### src/rtl/and_verilog.sv
// Pipelined bitwise AND with registered all-ones flag, output valid tracking
// and a saturating counter of all-ones results reaching the output.
module and_verilog #(
    parameter int WIDTH = 1,
    parameter int STAGES = 1,
    parameter int CNT_W = 8
) (
    input  logic             clk,
    input  logic             rst,
    input  logic [WIDTH-1:0] a,
    input  logic [WIDTH-1:0] b,
    output logic [WIDTH-1:0] c,
    output logic             c_valid,
    output logic             c_all,
    output logic [CNT_W-1:0] hit_count
);

    logic [WIDTH-1:0] data_q  [STAGES];
    logic             all_q   [STAGES];
    logic             valid_q [STAGES];
    logic [WIDTH-1:0] and_ab;
    logic             enter_all;
    logic             enter_valid;

    assign and_ab = a & b;

    // The counter looks at whatever is about to land in the last stage, so
    // hit_count stays aligned with c.
    generate
        if (STAGES == 1) begin : g_single
            assign enter_all   = &and_ab;
            assign enter_valid = 1'b1;
        end else begin : g_multi
            assign enter_all   = all_q[STAGES-2];
            assign enter_valid = valid_q[STAGES-2];
        end
    endgenerate

    always_ff @(posedge clk or posedge rst) begin
        if (rst) begin
            for (int k = 0; k < STAGES; k++) begin
                data_q[k]  <= '0;
                all_q[k]   <= 1'b0;
                valid_q[k] <= 1'b0;
            end
            hit_count <= '0;
        end else begin
            data_q[0]  <= and_ab;
            all_q[0]   <= &and_ab;
            valid_q[0] <= 1'b1;
            for (int k = 1; k < STAGES; k++) begin
                data_q[k]  <= data_q[k-1];
                all_q[k]   <= all_q[k-1];
                valid_q[k] <= valid_q[k-1];
            end
            if (enter_all && enter_valid && (hit_count != {CNT_W{1'b1}})) begin
                hit_count <= hit_count + CNT_W'(1);
            end
        end
    end

    assign c       = data_q[STAGES-1];
    assign c_all   = all_q[STAGES-1];
    assign c_valid = valid_q[STAGES-1];

endmodule

### config.mk
export PLATFORM = sky130hd
export DESIGN_NAME = and_verilog
export DESIGN_NICKNAME = d
export VERILOG_FILES = /design/src/rtl/and_verilog.sv
export SDC_FILE = /design/constraint.sdc
export NUM_CORES = 1
export LEC_CHECK = 0
export CAP_MARGIN = 20
export CORE_AREA = 8 8 45 47
export DETAILED_ROUTE_END_ITERATION = 12
export DIE_AREA = 0 0 53 55
export GPL_TIMING_DRIVEN = 0
export MAX_ROUTING_LAYER = met4
export PLACE_DENSITY = 0.76
export REMOVE_ABC_BUFFERS = 1
export SETUP_SLACK_MARGIN = 0.3
export SYNTH_ARGS = -nofsm -noshare
export SYNTH_HDL_FRONTEND = slang
export SYNTH_SLANG_ARGS = --single-unit
### constraint.sdc
create_clock -name clk -period 1.95 [get_ports clk]
set_clock_uncertainty 0.1 [all_clocks]
set_input_delay 0.39 -clock clk [delete_from_list [all_inputs] [get_ports clk]]
set_output_delay 0.39 -clock clk [all_outputs]
set_load 0.01 [all_outputs]
==> metrics.md, run 1 <==
| Metric | Value |
|---|---|
| Mapped Area | `~480 sq um` |
| Mux cell area share after synthesis | `0.116` |
| DR pass1 iterations | `4` |
| R2R cell count | `4` |
| Top area cells in the synthesized netlist | `dfrtp_1 (52%), mux2i_1 (6.2%), nand4_1 (5.2%), a21oi_1 (3.1%), inv_1 (3.1%)` |
| Syn Inst Count | `44` |
| Crit start category | `register` |
| Hold WS | `between 300 and 400 ps` |
| Critical path data required time | `1460 ps` |
| WL/cell | `13.0 um` |
| CTS tree | `done` |
| Inserted Diodes | `0` |
| Worst vdd ir | `between 0.0006 and 0.0007 V` |
| Status | `completed` |
| Post-DP HPWL | `~760 um` |
| Num CTS Buffers | `3` |
| Crit path depth | `1` |
| FF-to-FF End | `hit_count[1]` |
| Initial DRC count | `7` |
| RD Place Congestion | `0.827` |
| Die X-Extent | `between 50 and 60 um` |
| CTS sink cnt | `10` |
| Worst Path Max Fanout | `2` |
| CP max-delay cell | `clkdlybuf4s50_1` |
| Compound-cell area share of the yosys netlist | `0.109` |
| CTS max path bufs | `2` |
| Simple-gate area share of the yosys netlist | `0.132` |
| Main combinational cell family by area after synthesis | `simple AND/OR/NAND/NOR gates` |
| Adder-Cell Fraction of Synth Area | `0.0258` |
| Initial Util | `0.350` |
| Buffers added on ports | `14` |
| Final period utilization | `0.824` |
| Syn Area/Cell | `11.0 sq um` |
| LEAKAGE | `0.368 nW` |
| Pwr Total | `between 0.8 and 0.9 mW` |
| Max Freq | `623 MHz` |
| Critical R2R Launch | `hit_count[0]` |
| CP arrival | `1120 ps` |
| Clk slew on worst S/H paths | `roughly 60 ps` |
| Drt total wl | `~1 mm` |
| Final Non-Filler Cells | `roughly 80` |
| Die height | `around 55 um` |
| # fillers | `about 140` |
| Latest clock arrival within the worst-skew pair | `approximately 250 ps` |
| CTS Root Buffer Type | `clkbuf_4` |
| Number of flops mapped to enable cells by yosys | `0` |
| Ys flop type | `dfrtp_1` |
| I/O pins | `15` |
| CP delay by family, top | `buffers and inverters` |
| Final nets | `70` |
| Seq. cell area | `roughly 250 sq um` |
| CTS Hold Bufs | `0` |
| Gr ovfl total | `0` |
| Final ANT Viol Nets | `0` |
| Largest net degree at the start of global routing | `11` |
| Initial antenna violation count | `0` |
| Share of cells above drive strength 1 | `0.190` |
| Core ar. | `1380 sq um` |
| Placed insts | `72` |
| Crit path kind | `register to output pin` |
| Synth cell types | `22` |
| PnR worst setup slack | `between 300 and 400 ps` |
| Worst setup EP type | `output pin` |
| R2R setup slack | `approximately 350 ps` |
| #FFs+latches synth | `10` |
| H-Tree Depth | `1` |
| Sequential area share after synthesis | `0.517` |
| Critical path startpoint | `c_all` |
| Setup_tns | `0 ps` |
| Fin crit period | `between 1500 and 2000 ps` |
| Die area | `roughly 3000 sq um` |
| Vias per cell | `between 4 and 5` |
| Xor/xnor cell area share of the yosys netlist | `0.0362` |
| Syn-to-layout area delta | `42.6%` |
| DRC | `0` |
| Worst Hold Class | `primary input to async pin` |
| Yosys top cell by area | `dfrtp_1` |
| Top cell type's share of synthesized area | `0.517` |
| Max cap viols | `0` |
| Critical Path Sink | `c_all` |
| Pwr dens | `around 1200 nW/um^2` |
| Crit path buffers/inverters | `1` |
| Rows | `14` |
| Synth warn | `0` |
| CP Cell Sequence | `clkdlybuf4s50_1` |
| Vias in the first global route | `around 400` |
| Pre-CTS setup slack | `214 ps` |
| RSZ-0062 raised after global routing | `false` |
| Multi-input logic area | `206 sq um` |
| FFs w/ async S/R, synth | `1.00` |
| Total GRT Usage | `0.0791` |
| First-pass GRT wire length | `1.70 mm` |
| Setup violators final | `0` |
| Vias | `around 390` |
| Max stage delay on crit path | `~530 ps` |
| Final hold viol count | `0` |
| Slew Viols, Final | `0` |
## cell type report
cell class              instances  share of cell area
multi-input cells              28               0.299
well taps                      16              0.0290
flip-flops and latches         10               0.366
repair buffers                 18               0.252
inverters                       4              0.0217
clock buffers                   3              0.0326
## cells in the mapped netlist, types with 2 or more instances
master and instances:
dfrtp_1 10, inv_1 4, nand4_1 4, a21oi_1 3, mux2i_1 3, nand2_1 2, nand3_1 2, nor3_1 2
## through the flow
step | instance area [sq um] | utilization
6_report | 691 | 0.499
5_1_grt | 691 | 0.499
4_1_cts | 681 | 0.492
3_5_place_dp | 632 | 0.457
3_3_place_gp | 632 | 0.457
2_1_floorplan | 472 | -
## cell usage in the layout (no fill, tap or decap), types with 2 or more instances in the layout
master	Yosys	routed
mux2i_1	3	3
dlymetal6s2s_1	0	4
buf_4	1	4
nor3_1	2	2
clkbuf_4	0	3
nand2_1	2	2
inv_1	4	4
a21oi_1	3	3
nand4_1	4	4
dfrtp_1	10	8
clkdlybuf4s50_1	0	5
dlygate4sd2_1	0	5
nand3_1	2	2
dfrtp_2	0	2
## worst min path at each step
stage                    to  slack [ps]  depth (start not counted)
6_report       hit_count[6]         310                          2
3_3_place_gp   hit_count[6]         420                          1
2_1_floorplan         c_all         130                          1
5_1_grt        hit_count[4]         330                          2
3_5_place_dp   hit_count[6]         430                          1
4_1_cts        hit_count[6]         320                          2
## sequential cells by signal, indices dropped and copies added, names as in the netlist
| signal | flops |
|---|---|
| c_all | 1 |
| c_valid | 1 |
| hit_count | 8 |
## worst reg2reg max path: cells and delay by family (launching register included)
| kind | cells | cell delay, ps |
|---|---|---|
| multiplexers | 1 | 300 |
| AO/OA/AOI/OAI | 1 | 290 |
| adder cells (fa/ha/maj) | 1 | 260 |
| flip-flops | 1 | 390 |
| buffers and inverters | 1 | 160 |
## kinds of logic (layout without fill, tap and decap cells)
group | count (synthesis) | in the layout
simple gates | 11 | 11
flops | 10 | 10
fa+ha+maj | 1 | 1
other cells | 1 | 1
mux | 5 | 5
compound gates | 8 | 8
xor+xnor | 2 | 2
buf+inv | 6 | 25
## power by group
group	switching, mW	total (mW)	internal (mW)
registers	0.0533	0.329	0.276
logic	0.186	0.397	0.211
clock network	0.0643	0.135	0.0710
total	0.304	0.862	0.558
## metal layers
metal	vias up	track usage	wire, um
li1	195	-	-
met1	178	0.0939	530
met2	13	0.125	439
met3	2	0.00802	35
met4	0	0.0517	19
met5	-	-	0
## timing repair
action,in CTS,in global routing
gates resized for setup,7,4
hold endpoints to repair,0,0
setup endpoints to repair,8,5
buffers inserted,4,0
(Power assumes the default switching activity.)
==> inputs of run 2 (changes only) <==
--- a/config.mk
+++ b/config.mk
@@ -11,7 +11,7 @@
 export DIE_AREA = 0 0 53 55
 export GPL_TIMING_DRIVEN = 0
 export MAX_ROUTING_LAYER = met4
-export PLACE_DENSITY = 0.76
+export PLACE_DENSITY = 0.78
 export REMOVE_ABC_BUFFERS = 1
 export SETUP_SLACK_MARGIN = 0.3
 export SYNTH_ARGS = -nofsm -noshare
==> constraint.sdc (replaced) <==
create_clock -name clk -period 1.3 [get_ports clk]
set_clock_uncertainty 0.1 [all_clocks]
set_input_delay 0.26 -clock clk [delete_from_list [all_inputs] [get_ports clk]]
set_output_delay 0.26 -clock clk [all_outputs]
set_load 0.01 [all_outputs]
==> run 2 against run 1 <==
  * The flow now finishes with violations (setup timing)
  * Clock power grew 100%
  * Die area is the same
  * Routed wire length grew 39%
  * Design area grew 25%
  * Critical endpoint is now hit_count[1]
  * Largest cell class is now buffers
  * Largest power group unchanged
==> metrics.md, run 2 (synthesized netlist as in run 1, its figures left out) <==
| Metric | Value |
|---|---|
| Status | `complete, but fails checks` |
| Failing checks | `setup timing` |
| Total GRT Usage | `0.105 (+0.0259)` |
| LEAKAGE | `0.427 nW (+16%)` |
| Worst setup EP type | `register` |
| First-pass GRT wire length | `2.19 mm (+29%)` |
| CTS sink cnt | `10 (unchanged)` |
| Worst Hold Class | `primary input to async pin` |
| Die height | `55 um (unchanged)` |
| Commonest non-fill, non-tap cell in the layout | `buf_4` |
| Commonest non-fill, non-tap cells in the layout | `buf_4 (16), buf_6 (11), dfrtp_1 (7)` |
| Met2 Use GR | `0.166 (+0.0410)` |
| Core ar. | `1380 sq um (unchanged)` |
| Final instance area | `865 sq um (+25%)` |
| Drt total wl | `1.42 mm (+39%)` |
| Initial Util | `0.350 (unchanged)` |
| Vias | `498 (+28%)` |
| Register with the most flip-flops | `hit_count` |
| DR pass1 iterations | `4 (unchanged)` |
| PnR worst setup slack | `-99.8 ps (-444 ps)` |
| Syn-to-layout area delta | `78.6%` |
| WL/cell | `14.8 um (+14%)` |
| CTS max path bufs | `2 (unchanged)` |
| Final hold viol count | `0 (unchanged)` |
| Inserted Diodes | `0 (unchanged)` |
| Initial DRC count | `12 (+5)` |
| Gr ovfl total | `0 (unchanged)` |
| CTS tree | `done` |
| Pwr Total | `1.85 mW (+110%)` |
| I/O pins | `15 (unchanged)` |
| Slew Viols, Final | `0 (unchanged)` |
| Final period utilization | `1.08` |
| DRC | `0 (unchanged)` |
| RSZ-0062 raised after global routing | `true` |
| H-Tree Depth | `1 (unchanged)` |
| Num CTS Buffers | `3 (unchanged)` |
| Routing usage on met1 | `0.114 (+0.0196)` |
| Max FFs per register | `8 (unchanged)` |
| Final nets | `86 (+23%)` |
| Crit start category | `register` |
| Rows | `14 (unchanged)` |
| Critical path data required time | `1350 ps (-110 ps)` |
| Clk slew on worst S/H paths | `70 ps (about the same)` |
| Placed cell areas | `632 sq um (unchanged)` |
| Latest clock arrival within the worst-skew pair | `260 ps (about the same)` |
| Crit path kind | `register to register` |
| RD Place Congestion | `0.793 (-4.1%)` |
| Worst Path Max Fanout | `2 (unchanged)` |
| CTS Hold Bufs | `0 (unchanged)` |
| CP arrival | `1450 ps (+330 ps)` |
| Max Freq | `714 MHz` |
| Largest net degree at the start of global routing | `11 (unchanged)` |
| Die area | `2920 sq um (unchanged)` |
| Setup violators final | `5 (+5)` |
| Pre-CTS setup slack | `-305 ps (-519 ps)` |
| GR peak layer | `met2` |
| Buffers added on ports | `14 (unchanged)` |
| Vias in the first global route | `510 (+28%)` |
| Post-DP HPWL | `800 um (+4.7%)` |
| Initial antenna violation count | `0 (unchanged)` |
| Vias per cell | `5.19 (+5.6%)` |
| Max cap viols | `0 (unchanged)` |
| Fin crit period | `1400 ps` |
| Share of cells above drive strength 1 | `0.600 (+0.410)` |
| Worst vdd ir | `0.00106 V (+53%)` |
| Die X-Extent | `53 um (unchanged)` |
| CTS Root Buffer Type | `clkbuf_4` |
| Met3 usage | `0.0187 (+0.0107)` |
| Pwr dens | `2140 nW/um^2 (+71%)` |
| Final ANT Viol Nets | `0 (unchanged)` |
[run 2: cell count changes in the layout (fill, tap and decap cells not counted), moves of 2 or more]
cell,change
buf_4,+12
buf_6,+11
buf_2,+4
clkdlybuf4s50_1,-4
dlymetal6s2s_1,-4
dlygate4sd2_1,-3
a21oi_1,-2
a21oi_2,+2
[run 2: final timing paths]
path                              start            to  slack (ps)  depth (start not counted)
setup / recovery           hit_count[5]  hit_count[1]        -100                          4
hold / removal                      rst  hit_count[5]         170                          2
setup reg to reg           hit_count[5]  hit_count[1]        -100                          4
hold reg to reg            hit_count[7]  hit_count[7]         530                          2
max in group asynchronous           rst  hit_count[0]         640                          2
min in group clk                      b         c_all         360                          3
[run 2: metrics by stage]
step                std cells  setup TNS (ps)  utilization  hold WS [ps]
floorplan                  42            -289            -         0.178
global placement           72           -1610        0.457           417
detailed placement         72           -1860        0.457           454
CTS                        91            -350        0.581           177
global route               96            -871        0.625           222
finish                     96            -398        0.625           168
[run 2: final cells by class]
| cell class | instances | area [sq um] |
|---|---|---|
| Timing Repair Buffer | 34 | 292 |
| Inverter | 4 | 15.0 |
| Multi-Input combinational cell | 28 | 248 |
| Clock buffer | 4 | 36.3 |
| Sequential cell | 10 | 254 |
| Fill cell | 106 | 519 |
| Tap cell | 16 | 20.0 |
[run 2: worst max-delay path: stages (launching register included)]
cell and delay, ps:
dfrtp_1 390, buf_6 120, and4_4 180, a41o_1 200
mux2_4 290
[run 2: report_power, final]
part / internal (mW) / switching (mW) / total [mW]
clock: 0.170 / 0.105 / 0.275
sequential: 0.418 / 0.117 / 0.534
combinational: 0.631 / 0.407 / 1.04
total: 1.22 / 0.628 / 1.85
[run 2: timing repair]
| item | CTS | global route |
|---|---|---|
| pin swaps | 7 | 2 |
| resized for setup | 66 | 4 |
| endpoints found under the setup margin | 19 | 19 |
| buffers inserted | 15 | 5 |
[run 2: metal layers]
metal  up-vias  wire, um
met1       240       556
met3         6        84
met2        19       714
met4         0        65
li1        233         -
met5         -         0
==> inputs of run 3 (changes only) <==
--- a/config.mk
+++ b/config.mk
@@ -12,6 +12,7 @@
 export GPL_TIMING_DRIVEN = 0
 export MAX_ROUTING_LAYER = met4
 export PLACE_DENSITY = 0.78
+export RECOVER_POWER = 50
 export REMOVE_ABC_BUFFERS = 1
 export SETUP_SLACK_MARGIN = 0.3
 export SYNTH_ARGS = -nofsm -noshare
==> run 3 against run 2 <==
  * The flow still finishes with violations (setup timing)
  * Clock-buffer cell count stayed put
  * Largest power group unchanged
  * Flip-flop and latch count unchanged
  * Largest cell class unchanged
  * Via count did not move
  * Die area is the same
  * Highest routed layer unchanged
  * Routed wire length about the same
  * Critical path depth is the same
  * Sequential share of layout area stayed put
  * Sequential power about the same
  * Worst hold slack improved by 140 ps
  * Design area unchanged
  * Power about the same
==> metrics.md, run 3 (synthesized netlist as in run 1, its figures left out) <==
| Metric | Value |
|---|---|
| Initial DRC count | `12 (unchanged)` |
| CTS sink cnt | `10 (unchanged)` |
| Setup violators final | `5 (unchanged)` |
| Initial Util | `0.350 (unchanged)` |
| Buffers added on ports | `14 (unchanged)` |
| Status | `complete, but fails checks` |
| Fin crit period | `1400 ps (unchanged)` |
| Share of cells above drive strength 1 | `0.600 (unchanged)` |
| Core ar. | `1380 sq um (unchanged)` |
| Post-DP HPWL | `800 um (unchanged)` |
| Crit start category | `register` |
| Placed cell areas | `632 sq um (unchanged)` |
| Vias in the first global route | `510 (unchanged)` |
| Crit path kind | `register to register` |
| I/O pins | `15 (unchanged)` |
| Final hold viol count | `0 (unchanged)` |
| RSZ-0062 raised after global routing | `true` |
| Vias per cell | `5.19 (unchanged)` |
| DR pass1 iterations | `4 (unchanged)` |
| Worst Path Max Fanout | `2 (unchanged)` |
| LEAKAGE | `0.428 nW (about the same)` |
| PnR worst setup slack | `-99.8 ps (unchanged)` |
| Rows | `14 (unchanged)` |
| Pwr dens | `2140 nW/um^2 (about the same)` |
| Worst Hold Class | `primary input to async pin` |
| CTS Root Buffer Type | `clkbuf_4` |
| Worst setup EP type | `register` |
| Final instance area | `865 sq um (unchanged)` |
| Commonest non-fill, non-tap cell in the layout | `buf_4` |
| Post-layout util | `0.625 (unchanged)` |
| Clk slew on worst S/H paths | `70 ps (about the same)` |
| Die height | `55 um (unchanged)` |
| CP Cell Sequence | `buf_6 -> and4_4 -> a41o_1 -> mux2_4` |
| DRC | `0 (unchanged)` |
| Max FFs per register | `8 (unchanged)` |
| CP max-delay cell | `dfrtp_1` |
| Gr ovfl total | `0 (unchanged)` |
| Worst vdd ir | `0.00106 V (about the same)` |
| CTS max path bufs | `2 (unchanged)` |
| RD Place Congestion | `0.793 (unchanged)` |
| Inserted Diodes | `0 (unchanged)` |
| Max cap viols | `0 (unchanged)` |
| Num CTS Buffers | `3 (unchanged)` |
| Syn-to-layout area delta | `78.6% (unchanged)` |
| Initial antenna violation count | `0 (unchanged)` |
| Slew Viols, Final | `0 (unchanged)` |
| H-Tree Depth | `1 (unchanged)` |
| Final ANT Viol Nets | `0 (unchanged)` |
| Drt total wl | `1.42 mm (about the same)` |
| Failing checks | `setup timing` |
| Register with the most flip-flops | `hit_count` |
| Commonest non-fill, non-tap cells in the layout | `buf_4 (16), buf_6 (11), dfrtp_1 (7)` |
| First-pass GRT wire length | `2.19 mm (unchanged)` |
| Hold WS | `305 ps (+137 ps)` |
| Final period utilization | `1.08 (unchanged)` |
| CTS tree | `done` |
| Die area | `2920 sq um (unchanged)` |
| WL/cell | `14.8 um (about the same)` |
| Final nets | `86 (unchanged)` |
| Max stage delay on crit path | `390 ps (about the same)` |
| CP arrival | `1450 ps (about the same)` |
| Latest clock arrival within the worst-skew pair | `260 ps (about the same)` |
| Setup_tns | `-398 ps (unchanged)` |
| CTS Hold Bufs | `0 (unchanged)` |
| Largest net degree at the start of global routing | `11 (unchanged)` |
| Pwr Total | `1.85 mW (about the same)` |
| Vias | `498 (unchanged)` |
| Max Freq | `714 MHz (unchanged)` |
| R2R setup slack | `-100 ps (about the same)` |
| Die X-Extent | `53 um (unchanged)` |
| Total GRT Usage | `0.105 (unchanged)` |
| Critical path data required time | `1350 ps (about the same)` |
==> run 3: cell count changes in the layout (fill, tap and decap cells not counted) <==
cell             delta
clkdlybuf4s50_1     -1
dlygate4sd3_1       +1
==> run 3: worst max-delay path: cells and delay by family, from the launching register on <==
kind	cells	cell delay (ps)
flip-flops	1	390
AND/OR/NAND/NOR	1	180
AO/OA/AOI/OAI	1	200
multiplexers	1	290
buffers and inverters	1	120
==> run 3: final timing paths <==
kind | startpoint | end | depth (start not counted)
worst max-delay path | hit_count[5] | hit_count[1] | 4
worst min-delay path | rst | hit_count[5] | 2
worst max register to register | hit_count[5] | hit_count[1] | 4
worst min register to register | hit_count[7] | hit_count[7] | 2
max in group asynchronous | rst | hit_count[0] | 2
min in group clk | b | c_all | 3
==> run 3: metal layers <==
layer	vias to the layer above	track usage	wire, um
met1	240	0.114	555
met3	6	0.0187	84
met2	19	0.166	714
met5	-	-	0
met4	0	0.0862	65
li1	233	-	-
==> run 3: cell type report <==
class	count	area [sq um]
repair buffers	34	292
flip-flops and latches	10	254
fillers	106	519
multi-input cells	28	248
well taps	16	20.0
inverters	4	15.0
clock buffers	4	36.3
==> run 3: where the power goes <==
group	total, mW	internal, mW	switching (mW)
combinational	1.04	0.631	0.407
clock	0.275	0.170	0.105
sequential	0.534	0.418	0.117
==> run 3: what timing repair did <==
action,4_1_cts,5_1_grt
setup endpoints to repair,19,19
setup buffers,15,5
resized for setup,66,4
pin swaps,7,2
==> run 3: per-stage QoR <==
step	setup WS (ps)	instances
2_1_floorplan	-195	42
3_3_place_gp	-289	72
3_5_place_dp	-305	72
4_1_cts	-100	91
5_1_grt	-159	96
6_report	-99.8	96
